==> config.mk <==
export PLATFORM = sky130hd
export DESIGN_NAME = new_usb_registerchain_ctrl
export DESIGN_NICKNAME = d
export VERILOG_FILES = /design/src/rtl/new_usb_pkg.sv /design/src/rtl/new_usb_registerchain_arb.sv /design/src/rtl/new_usb_registerchain_ctrl.sv
export SDC_FILE = /design/constraint.sdc
export NUM_CORES = 1
export LEC_CHECK = 0
export ABC_AREA = 1
export BUFFER_PORTS_ARGS = -buffer_cell sky130_fd_sc_hd__buf_2
export CORE_UTILIZATION = 41
export CTS_BUF_LIST = sky130_fd_sc_hd__clkbuf_16
export DETAILED_ROUTE_END_ITERATION = 7
export GPL_ROUTABILITY_DRIVEN = 0
export PLACE_DENSITY = 0.86
export SYNTH_ARGS = -nofsm -noshare
export SYNTH_HDL_FRONTEND = slang
export SYNTH_SLANG_ARGS = --single-unit
==> constraint.sdc <==
create_clock -name soc_clk_i -period 4.25 [get_ports soc_clk_i]
set_input_delay 0.6375 -clock soc_clk_i [delete_from_list [all_inputs] [get_ports soc_clk_i]]
set_output_delay 0.6375 -clock soc_clk_i [all_outputs]
set_load 0.02 [all_outputs]
==> src/rtl/new_usb_pkg.sv <==
// Shared types for the new_usb descriptor register chain: sequencer states and
// chain owner encoding.
package new_usb_pkg;

    typedef enum logic [1:0] {
        StIdle,
        StShift,
        StHold
    } state_e;

    localparam logic OwnerPer  = 1'b0;
    localparam logic OwnerNper = 1'b1;

endpackage

==> src/rtl/new_usb_registerchain_arb.sv <==
// Two-requester arbiter: periodic wins ties until it has taken MaxPerRun grants
// in a row while non-periodic was waiting, then non-periodic gets one turn.
module new_usb_registerchain_arb #(
    parameter int unsigned MaxPerRun = 4
) (
    input  logic clk_i,
    input  logic rst_i,
    input  logic en_i,
    input  logic per_req_i,
    input  logic nper_req_i,
    output logic per_gnt_o,
    output logic nper_gnt_o
);

    localparam int unsigned RunWidth = $clog2(MaxPerRun + 1);

    logic [RunWidth-1:0] run_q;
    logic                run_max;

    assign run_max = (run_q == RunWidth'(MaxPerRun));

    always_comb begin
        per_gnt_o  = en_i & per_req_i & (~nper_req_i | ~run_max);
        nper_gnt_o = en_i & nper_req_i & (~per_req_i | run_max);
    end

    // Count only periodic grants that made non-periodic wait.
    always_ff @(posedge clk_i) begin
        if (rst_i) begin
            run_q <= '0;
        end else if (nper_gnt_o) begin
            run_q <= '0;
        end else if (per_gnt_o) begin
            run_q <= nper_req_i ? run_q + RunWidth'(1) : '0;
        end
    end

endmodule

==> src/rtl/new_usb_registerchain_ctrl.sv <==
// Sequencer for the new_usb descriptor register chain: grants one list
// processor, shifts its words into the chain, then holds it until done/flush.
module new_usb_registerchain_ctrl
    import new_usb_pkg::*;
#(
    parameter int unsigned DataWidth = 32,
    parameter int unsigned Depth     = 8,
    parameter int unsigned LenWidth  = $clog2(Depth + 1),
    parameter int unsigned MaxPerRun = 4
) (
    input  logic                 soc_clk_i,
    input  logic                 soc_rst_i,
    input  logic                 per_req_i,
    input  logic [LenWidth-1:0]  per_len_i,
    output logic                 per_gnt_o,
    input  logic [DataWidth-1:0] per_data_i,
    input  logic                 per_valid_i,
    output logic                 per_ready_o,
    input  logic                 nper_req_i,
    input  logic [LenWidth-1:0]  nper_len_i,
    output logic                 nper_gnt_o,
    input  logic [DataWidth-1:0] nper_data_i,
    input  logic                 nper_valid_i,
    output logic                 nper_ready_o,
    output logic                 chain_shift_o,
    output logic [DataWidth-1:0] chain_data_o,
    output logic                 chain_clear_o,
    output logic                 chain_valid_o,
    output logic                 chain_owner_o,
    output logic [LenWidth-1:0]  chain_len_o,
    input  logic                 done_i,
    input  logic                 flush_i,
    output logic                 busy_o
);

    state_e               state_q;
    logic                 owner_q;
    logic [LenWidth-1:0]  len_q;
    logic [LenWidth-1:0]  cnt_q;

    logic                 grant_en;
    logic                 per_gnt;
    logic                 nper_gnt;
    logic [LenWidth-1:0]  gnt_len;
    logic [LenWidth-1:0]  sat_len;
    logic                 in_shift;
    logic                 owner_valid;
    logic [DataWidth-1:0] owner_data;
    logic                 accept;

    // Flush and reset both suppress any grant or word transfer in this cycle.
    assign grant_en = (state_q == StIdle) & ~flush_i & ~soc_rst_i;

    new_usb_registerchain_arb #(
        .MaxPerRun (MaxPerRun)
    ) u_arb (
        .clk_i      (soc_clk_i),
        .rst_i      (soc_rst_i),
        .en_i       (grant_en),
        .per_req_i  (per_req_i),
        .nper_req_i (nper_req_i),
        .per_gnt_o  (per_gnt),
        .nper_gnt_o (nper_gnt)
    );

    always_comb begin
        gnt_len     = nper_gnt ? nper_len_i : per_len_i;
        sat_len     = (gnt_len > LenWidth'(Depth)) ? LenWidth'(Depth) : gnt_len;
        in_shift    = (state_q == StShift) & ~flush_i & ~soc_rst_i;
        owner_valid = (owner_q == OwnerNper) ? nper_valid_i : per_valid_i;
        owner_data  = (owner_q == OwnerNper) ? nper_data_i : per_data_i;
        accept      = in_shift & owner_valid;
    end

    always_comb begin
        per_gnt_o     = per_gnt;
        nper_gnt_o    = nper_gnt;
        per_ready_o   = in_shift & (owner_q == OwnerPer);
        nper_ready_o  = in_shift & (owner_q == OwnerNper);
        chain_shift_o = accept;
        chain_data_o  = accept ? owner_data : '0;
        chain_clear_o = ~soc_rst_i & (flush_i | ((state_q == StHold) & done_i));
        chain_valid_o = (state_q == StHold);
        chain_owner_o = (state_q != StIdle) ? owner_q : 1'b0;
        chain_len_o   = (state_q != StIdle) ? len_q : '0;
        busy_o        = (state_q != StIdle);
    end

    always_ff @(posedge soc_clk_i) begin
        if (soc_rst_i) begin
            state_q <= StIdle;
            owner_q <= OwnerPer;
            len_q   <= '0;
            cnt_q   <= '0;
        end else if (flush_i) begin
            state_q <= StIdle;
            cnt_q   <= '0;
        end else begin
            case (state_q)
                StIdle: begin
                    if (per_gnt | nper_gnt) begin
                        owner_q <= nper_gnt ? OwnerNper : OwnerPer;
                        len_q   <= sat_len;
                        cnt_q   <= '0;
                        state_q <= (sat_len == '0) ? StHold : StShift;
                    end
                end
                StShift: begin
                    if (accept) begin
                        if (cnt_q + LenWidth'(1) == len_q) begin
                            cnt_q   <= '0;
                            state_q <= StHold;
                        end else begin
                            cnt_q <= cnt_q + LenWidth'(1);
                        end
                    end
                end
                StHold: begin
                    if (done_i) begin
                        state_q <= StIdle;
                    end
                end
                default: state_q <= StIdle;
            endcase
        end
    end

endmodule
==> reports/summary.md, run 1 <==
The logs give 0 for the initial antenna violation count and 0 for the number of hold-repair buffers added at the cts stage. The count of nets left with antenna violations once routing finished came out at 0. In the layout the commonest cells are 124 x sky130_fd_sc_hd__buf_2, 112 x sky130_fd_sc_hd__nand2_1, 44 x sky130_fd_sc_hd__a21oi_1.

The tree built by TritonCTS fans out to 14 sinks. Buffers inserted during clock tree synthesis total 3. Sequential area share after synthesis: 19.41%.

In this run, post-CTS repair resized a total of 0 instances. OpenSTA, run right after detailed placement, puts the worst setup slack at 1.641 ns. The net count of the finished layout is 467. The repair_antennas step left the layout with diodes totalling 0.

The number of pins with negative max-slew slack in the final report came out at 0. The number of vias in the routed layout is 2,009, and the routed wire length is 4295 um. After routing the design area is 0.002165 mm^2.

Sequential cells account for 31.7% of the total power. The initialized floorplan defines 21 standard-cell rows. Of all nets on the critical path, the largest fanout is 36. The critical path contains buffers and inverters numbering 3 combined. Measured along the y axis, the die boundary spans 61.35 um. The cell count after synthesis came out at 265.

After synthesis, the share of flip-flops with an asynchronous set or reset is 0%. In the final routed layout, each cell accounts on average for 10.01 um. The tools report the unique cell type count in the Yosys netlist as 24. Dividing total power by cell area gives a power density of 199.9 mW/mm^2. The clock network burns 42.0% of the power.

Based on the critical path, the design can be clocked at up to 352.6 MHz. The tree is rooted in a sky130_fd_sc_hd__clkbuf_16. The switching power total was 0.1245 mW. STA puts the critical path data arrival time at 2.20 ns. IR analysis of the VDD net gives a maximum drop of 0.2265 mV.

For the headroom to the max-slew limit, the log shows 61.33%. The tools report the H-tree depth reported by CTS as 1. In the synthesized netlist the dominant register cell turns out to be sky130_fd_sc_hd__dfxtp_1.

The DRC marker count from the first detailed-route iteration is 62. The first detailed-routing pass took 4 iterations. The tools report the critical path endpoint category as an output pin.

TritonCTS built the clock tree. The number of global-route vias before repair came out at 1,550. The library cell used most frequently in the layout, excluding fill and tap cells, is sky130_fd_sc_hd__buf_2.

The completed layout was analyzed and its total power is 0.4326 mW. The logs give 21.77% for the total global routing track utilization and 6320 um for the global-route wire length before repair. Each instance of the synthesized netlist takes up on average 5.449 um^2. For this run, the number of Yosys warnings is 0. The clock passes through at most 2 buffers. The actual slew at the worst max-slew pin was 0.5781 ns. The fraction of power spent switching nets is 28.77%, and the share of the clock period used by the worst path is 66.73%. The worst setup path is launched from a register. The standard cell with the maximum stage delay on the critical path is sky130_fd_sc_hd__inv_2.

The worst hold path belongs to the class register to register. The maximum number of pins on one net before global-route repair came out at 37. Static power due to leakage: 1.260 nW. The post-synthesis sequential element count is 14, and the fraction of layout instances using a drive strength above 1 is 38.64%.

Across all setup checks in the final design, the least slack found is 1.414 ns. After detailed routing, the number of vias per cell comes to 4.683. After legalization and detailed placement, the total HPWL measured 3453 um. The placed instances occupy a cell area of 0.002086 mm^2. For this run, design rule violations remaining after detail routing come to 0. Input and output buffers added on the ports amount to 124. Clock-pin slew was measured on the worst setup and hold paths at 0.05 ns. Number of setup buffers added after CTS: 0.

The tools report the cell internal power dissipation as 0.3082 mW. Initial standard-cell utilization of the core: 42.93%. The floorplan die area is 0.003763 mm^2, and the number of flops mapped to enable cells by yosys is 0. Final hold violation count: 0. Summed negative setup slack over all endpoints: 0 ns. The run finished with clean final reports. The critical path goes through buf_4, inv_2, nand2_1, nand2_1, nand2_2, a21oi_1, buf_2. Synthesis produced a netlist with a net count of 348. Per report_power, the combinational group accounts for 26.3% of the total.

The setup path with the least slack is of type register to output pin. Setup slack on the worst reg-to-reg path comes out at 1.99 ns. On the final layout, the worst clock skew is 0.004013 ns. Setup repair after global routing left no endpoint under its margin. The final critical delay including setup and external delays is 2.836 ns, and the data required time of the critical path is 3.61 ns. From left edge to right edge, the die measures 61.35 um.

Summed over all layers, the global routing overflow is 0. For the number of fill cells in the layout, the log shows 344. In this design, the stage delay of the slowest critical-path cell is 0.44 ns. The later pin in the worst-skew pair is clocked with a latency of 0.25 ns.

The I/O pin count is 125. Counting stages on the worst path, the most repeated cell is sky130_fd_sc_hd__nand2_1. The floorplan step defined a core boundary enclosing 0.003363 mm^2. The synthesis-to-layout area growth is 49.91%.

Across the run, the number of max-cap violations was 0. In this run the cell area of the synthesized design comes to 0.001444 mm^2. The family with the most delay on the worst path was buffers and inverters. For the final setup violation count, the log shows 0.
[metrics by stage]
step                      std cells  hold slack (ns)  util [%]
after detailed placement        425           0.4560     62.02
after CTS                       429           0.4642     64.36
after floorplan                 265           0.4375         -
final                           429           0.4642     64.36
after global routing            429           0.4954     64.36
after global placement          425           0.4563     62.02
[path summary, 6_finish.rpt]
check                  from               end  cells after the start
max reg2reg         owner_q          cnt_q[1]                     10
max                 owner_q  chain_data_o[20]                      7
min          u_arb.run_q[2]    u_arb.run_q[2]                      1
min reg2reg  u_arb.run_q[2]    u_arb.run_q[2]                      1
[metal layers]
metal / global-route usage (%) / vias up / share of wire [%]
li1: - / 1078 / -
met1: 28.34 / 866 / 44
met2: 37.42 / 65 / 50
met3: 6.092 / 0 / 6.8
met4: 1.905 / 0 / 0
met5: 0 / - / 0
[power by group through the flow]
stage	combinational, mW	clock, mW	sequential (mW)
global route	0.130	0.191	0.137
finish	0.114	0.182	0.137
global placement	0.112	0	0.139
detailed placement	0.114	0	0.140
CTS	0.114	0.181	0.137
floorplan	0.0653	0	0.139
[flip-flops by register name (all words and copies together), names as in the netlist]
name / cells
cnt_q: 4
u_arb.run_q: 3
len_q: 4
state_q: 2
owner_q: 1
[area by class of cell]
class	instances	area (um^2)	area share [%]
multi-input combinational	213	1018	47.05
timing repair buffer	125	628.1	29.02
sequential	14	280.3	12.95
inverter	27	101.3	4.682
clock buffer	3	75.07	3.468
tap	46	57.56	2.659
clock inverter	1	3.754	0.1734
[logic make-up (layout without fill, tap and decap cells)]
logic type	Yosys count	in the layout	share of synthesized area, %
buffers and inverters	38	156	10.05
flip-flops	14	14	19.41
adder cells (fa/ha/maj)	3	3	2.600
XOR/XNOR	1	1	0.6067
AND/OR/NAND/NOR	158	158	48.79
AO/OA/AOI/OAI	51	51	18.54
[cell usage after synthesis, types with 3 or more instances]
master                       n  share of area (%)
sky130_fd_sc_hd__ha_1        3                2.6
sky130_fd_sc_hd__nand2_2     5                2.2
sky130_fd_sc_hd__a21oi_1    44                 15
sky130_fd_sc_hd__nor2_1     13                3.4
sky130_fd_sc_hd__dfxtp_1    14                 19
sky130_fd_sc_hd__a211oi_1    3                1.6
sky130_fd_sc_hd__nand2_1   112                 29
sky130_fd_sc_hd__nand3_1    13                4.5
sky130_fd_sc_hd__nand4_1     4                1.7
sky130_fd_sc_hd__inv_2       5                1.3
sky130_fd_sc_hd__inv_1      22                5.7
sky130_fd_sc_hd__nor2_2      3                1.3
sky130_fd_sc_hd__clkbuf_1    9                2.3
Power figures use the tool's default switching activity.
==> run 2: changes to the inputs <==
- CORE_UTILIZATION: 41 -> 38
- PLACE_DENSITY: 0.86 -> 0.8
- clock period: 4.25 -> 2.8 ns (I/O delays scaled with it)
==> run 2 against run 1 <==
  * Hold slack improved by 0.015 ns
  * Non-clock buffer count rose by 1
  * Via count rose by 1.3%
  * Critical path depth fell by 2
  * Clock-buffer cell count did not move
  * Combinational power rose by 50%
==> reports/summary.md, run 2 (synthesis results as in run 1) <==
Timing analysis after detailed placement gives a worst setup slack of 0.6076 ns. Overall power consumption after layout is estimated at 0.6584 mW. The placed cell area was 0.002096 mm^2; the worst-path maximum fanout was 34. The height of the die is 63.64 um. The logs give 0 for the final hold violation count and 379 for the number of fill cells in the layout. The path with the worst hold slack has its endpoint at len_q[0]. The number of clock buffers added by TritonCTS is 3. The die covers 0.004050 mm^2. The routed wire length was 4276 um. The count of buffers added on input and output ports is 124. The data required time of the critical path is 2.38 ns, and the number of setup buffers added after CTS is 0. For the standard cell core area, the log shows 0.003661 mm^2. In the routed design, unresolved DRC markers number 0. The worst path meets setup with 0.6039 ns of slack. The run gives 1,664 as the number of global-route vias before repair.

The flow ran to the end, and the final reports show no timing, DRC or antenna violations. The maximum VDD drop is 0.2932 mV. After detailed routing, the average wire length per cell comes to 9.898 um.

In this design, the largest share of critical-path delay is due to simple AND/OR/NAND/NOR gates. At the pin with the least slew margin, the transition time is 0.6010 ns. The critical path goes through nand2_1, nor2_2, nand2_2, a21oi_1, buf_2. Counting along the longest clock path gives a buffer depth of 2. Summing all non-filler instances in the final layout gives an area of 0.002175 mm^2. The initial standard-cell utilization of the core was 39.44%; the instance count along the most critical hold path was 2. The wire-length estimate of the detail-placed layout is 3371 um. The tools report the total number of nets in the final design as 468.

The DRC marker count from the first detailed-route iteration is 39. Setup violations remaining at the end of the flow were counted as 0. The clock net sink count came out at 14. The detail route stage leaves a number of antenna-violating nets equal to 0. Headroom to the max-slew limit: 59.79%. Among all stages on the critical path, the largest delay is contributed by sky130_fd_sc_hd__dfxtp_1. The number of diodes is 0.

In this run the critical register-to-register path is launched from owner_q. The root buffer cell chosen for the clock tree is sky130_fd_sc_hd__clkbuf_16. The total global routing track utilization was 20.39%. The element type at the critical path start is a register. The logs give 428 for the number of placed instances with taps included and 1.78 ns for the arrival time of data at the critical path endpoint.

For the worst-skew pair, the clock arrives at the later sink with an insertion delay of 0.24 ns. The worst register-to-register path ends at state_q[0]. The initial antenna violation count is 0, and the number of buffers and inverters on the critical path is 1. Row generation in the floorplan step produced 22 rows.

The count of placed standard cells in the final layout, fillers left out was 432; the cell area power density was 302.8 mW/mm^2. Summed over all cells, the static leakage comes to 1.264 nW. The clock slew at the register clock pins of the worst setup and hold paths works out to 0.05 ns. Across the run, the number of max-cap violations was 0. The tools report the origin of the worst min-delay path as len_q[0].

Class of the most critical hold timing path: register to register. The total overflow reported by the global router is 0. TritonCTS built the clock tree. From synthesis to final layout, the design area changed by 50.61%.

Entering global routing, the biggest net connects 36 pins. Number of hold-repair buffers added at the cts stage: 0. The die is 63.64 um wide. The worst setup path is of the register to output pin kind. H-tree depth reported by CTS: 1. Clock skew on the completed layout was measured at 0.001758 ns.

The first TritonRoute pass finished after 4 iterations. Across all layers, the routed design uses 2,036 vias. Gates resized during post-CTS repair numbered 0.

Using the TritonRoute via totals, the vias-per-cell ratio works out to 4.713. The critical path endpoint category is an output pin. For the I/O pin count, the log shows 125. The largest registers in the layout are cnt_q: 4 flops, len_q: 4 flops, u_arb.run_q: 3 flops. The number of cells on the worst reg-to-reg path is 9.

On the worst path, the slowest cell contributes a delay of 0.43 ns. Of the available clock period, the critical path in the final layout requires 78.43%. Leaving out fill and tap cells, the most frequent cells in the layout are 124 x sky130_fd_sc_hd__buf_2, 112 x sky130_fd_sc_hd__nand2_1, 44 x sky130_fd_sc_hd__a21oi_1. Number of pins with negative max-slew slack in the final report: 0. Setup repair after global routing left no endpoint under its margin. The library cell used most frequently in the layout, excluding fill and tap cells, is sky130_fd_sc_hd__buf_2. The summed negative setup slack over all endpoints came out at 0 ns. Derived from the worst setup path, the maximum achievable clock frequency is 455.4 MHz. Counting I/O delays and the setup requirement, the final critical path takes 2.196 ns.

For flop-to-flop paths, the worst setup slack is 0.96 ns. The fraction of layout instances using a drive strength above 1 came out at 38.80%. The first global-routing pass estimated 6851 um of wire.
[run 2: cell types whose count changed in the layout (fill, tap and decap cells not counted)]
cell                    previous run  this run
sky130_fd_sc_hd__buf_4             1         2
[run 2: worst max path at each step]
stage	start	cells past startpoint	slack [ns]	end
after floorplan	soc_rst_i	7	0.88	chain_data_o[22]
after global placement	soc_rst_i	7	0.67	chain_data_o[18]
after detailed placement	soc_rst_i	7	0.61	chain_data_o[15]
after CTS	state_q[0]	5	0.59	chain_data_o[15]
after global routing	state_q[0]	5	0.48	chain_data_o[15]
final	state_q[0]	5	0.60	chain_data_o[15]
[run 2: worst register-to-register path, cell delays in order, from the launching register on]
cell	delay [ns]
sky130_fd_sc_hd__dfxtp_1	0.51
sky130_fd_sc_hd__inv_2	0.06
sky130_fd_sc_hd__nand2_1	0.06
sky130_fd_sc_hd__nand2_1	0.05
sky130_fd_sc_hd__nand2_2	0.45
sky130_fd_sc_hd__nand2_1	0.17
sky130_fd_sc_hd__nand2_1	0.11
sky130_fd_sc_hd__nor2_1	0.05
sky130_fd_sc_hd__and2_1	0.17
sky130_fd_sc_hd__a21oi_1	0.14
[run 2: power by group]
| group | switching [mW] | total [mW] | internal, mW | leakage (nW) |
|---|---|---|---|---|
| logic | 0.0961 | 0.171 | 0.0750 | 1.11 |
| registers | 0.00600 | 0.210 | 0.204 | 0.113 |
| clock network | 0.0876 | 0.277 | 0.189 | 0.0385 |
| total | 0.190 | 0.658 | 0.469 | 1.26 |
[run 2: stage by stage]
stage                     hold slack (ns)  util [%]
final                              0.4792     59.40
after global routing               0.4952     59.40
after CTS                          0.4749     59.40
after detailed placement           0.4636     57.25
after global placement             0.4547     57.25
after floorplan                    0.4375         -
[run 2: area by class of cell]
class / count / area, um^2 / share of cell area [%]
clock inverters: 1 / 3.754 / 0.1726
inverters: 27 / 101.3 / 4.661
repair buffers: 126 / 635.6 / 29.23
well taps: 48 / 60.06 / 2.762
multi-input cells: 213 / 1018 / 46.84
flip-flops and latches: 14 / 280.3 / 12.89
clock buffers: 3 / 75.07 / 3.452
[run 2: routing by layer]
layer  vias up  global-route usage, %  routed length [um]
li1       1083                      -                   -
met1       875                  24.86                1964
met2        75                  36.97                2042
met3         3                  3.623                 254
met4         0                  3.693                  15
met5         -                      0                   0
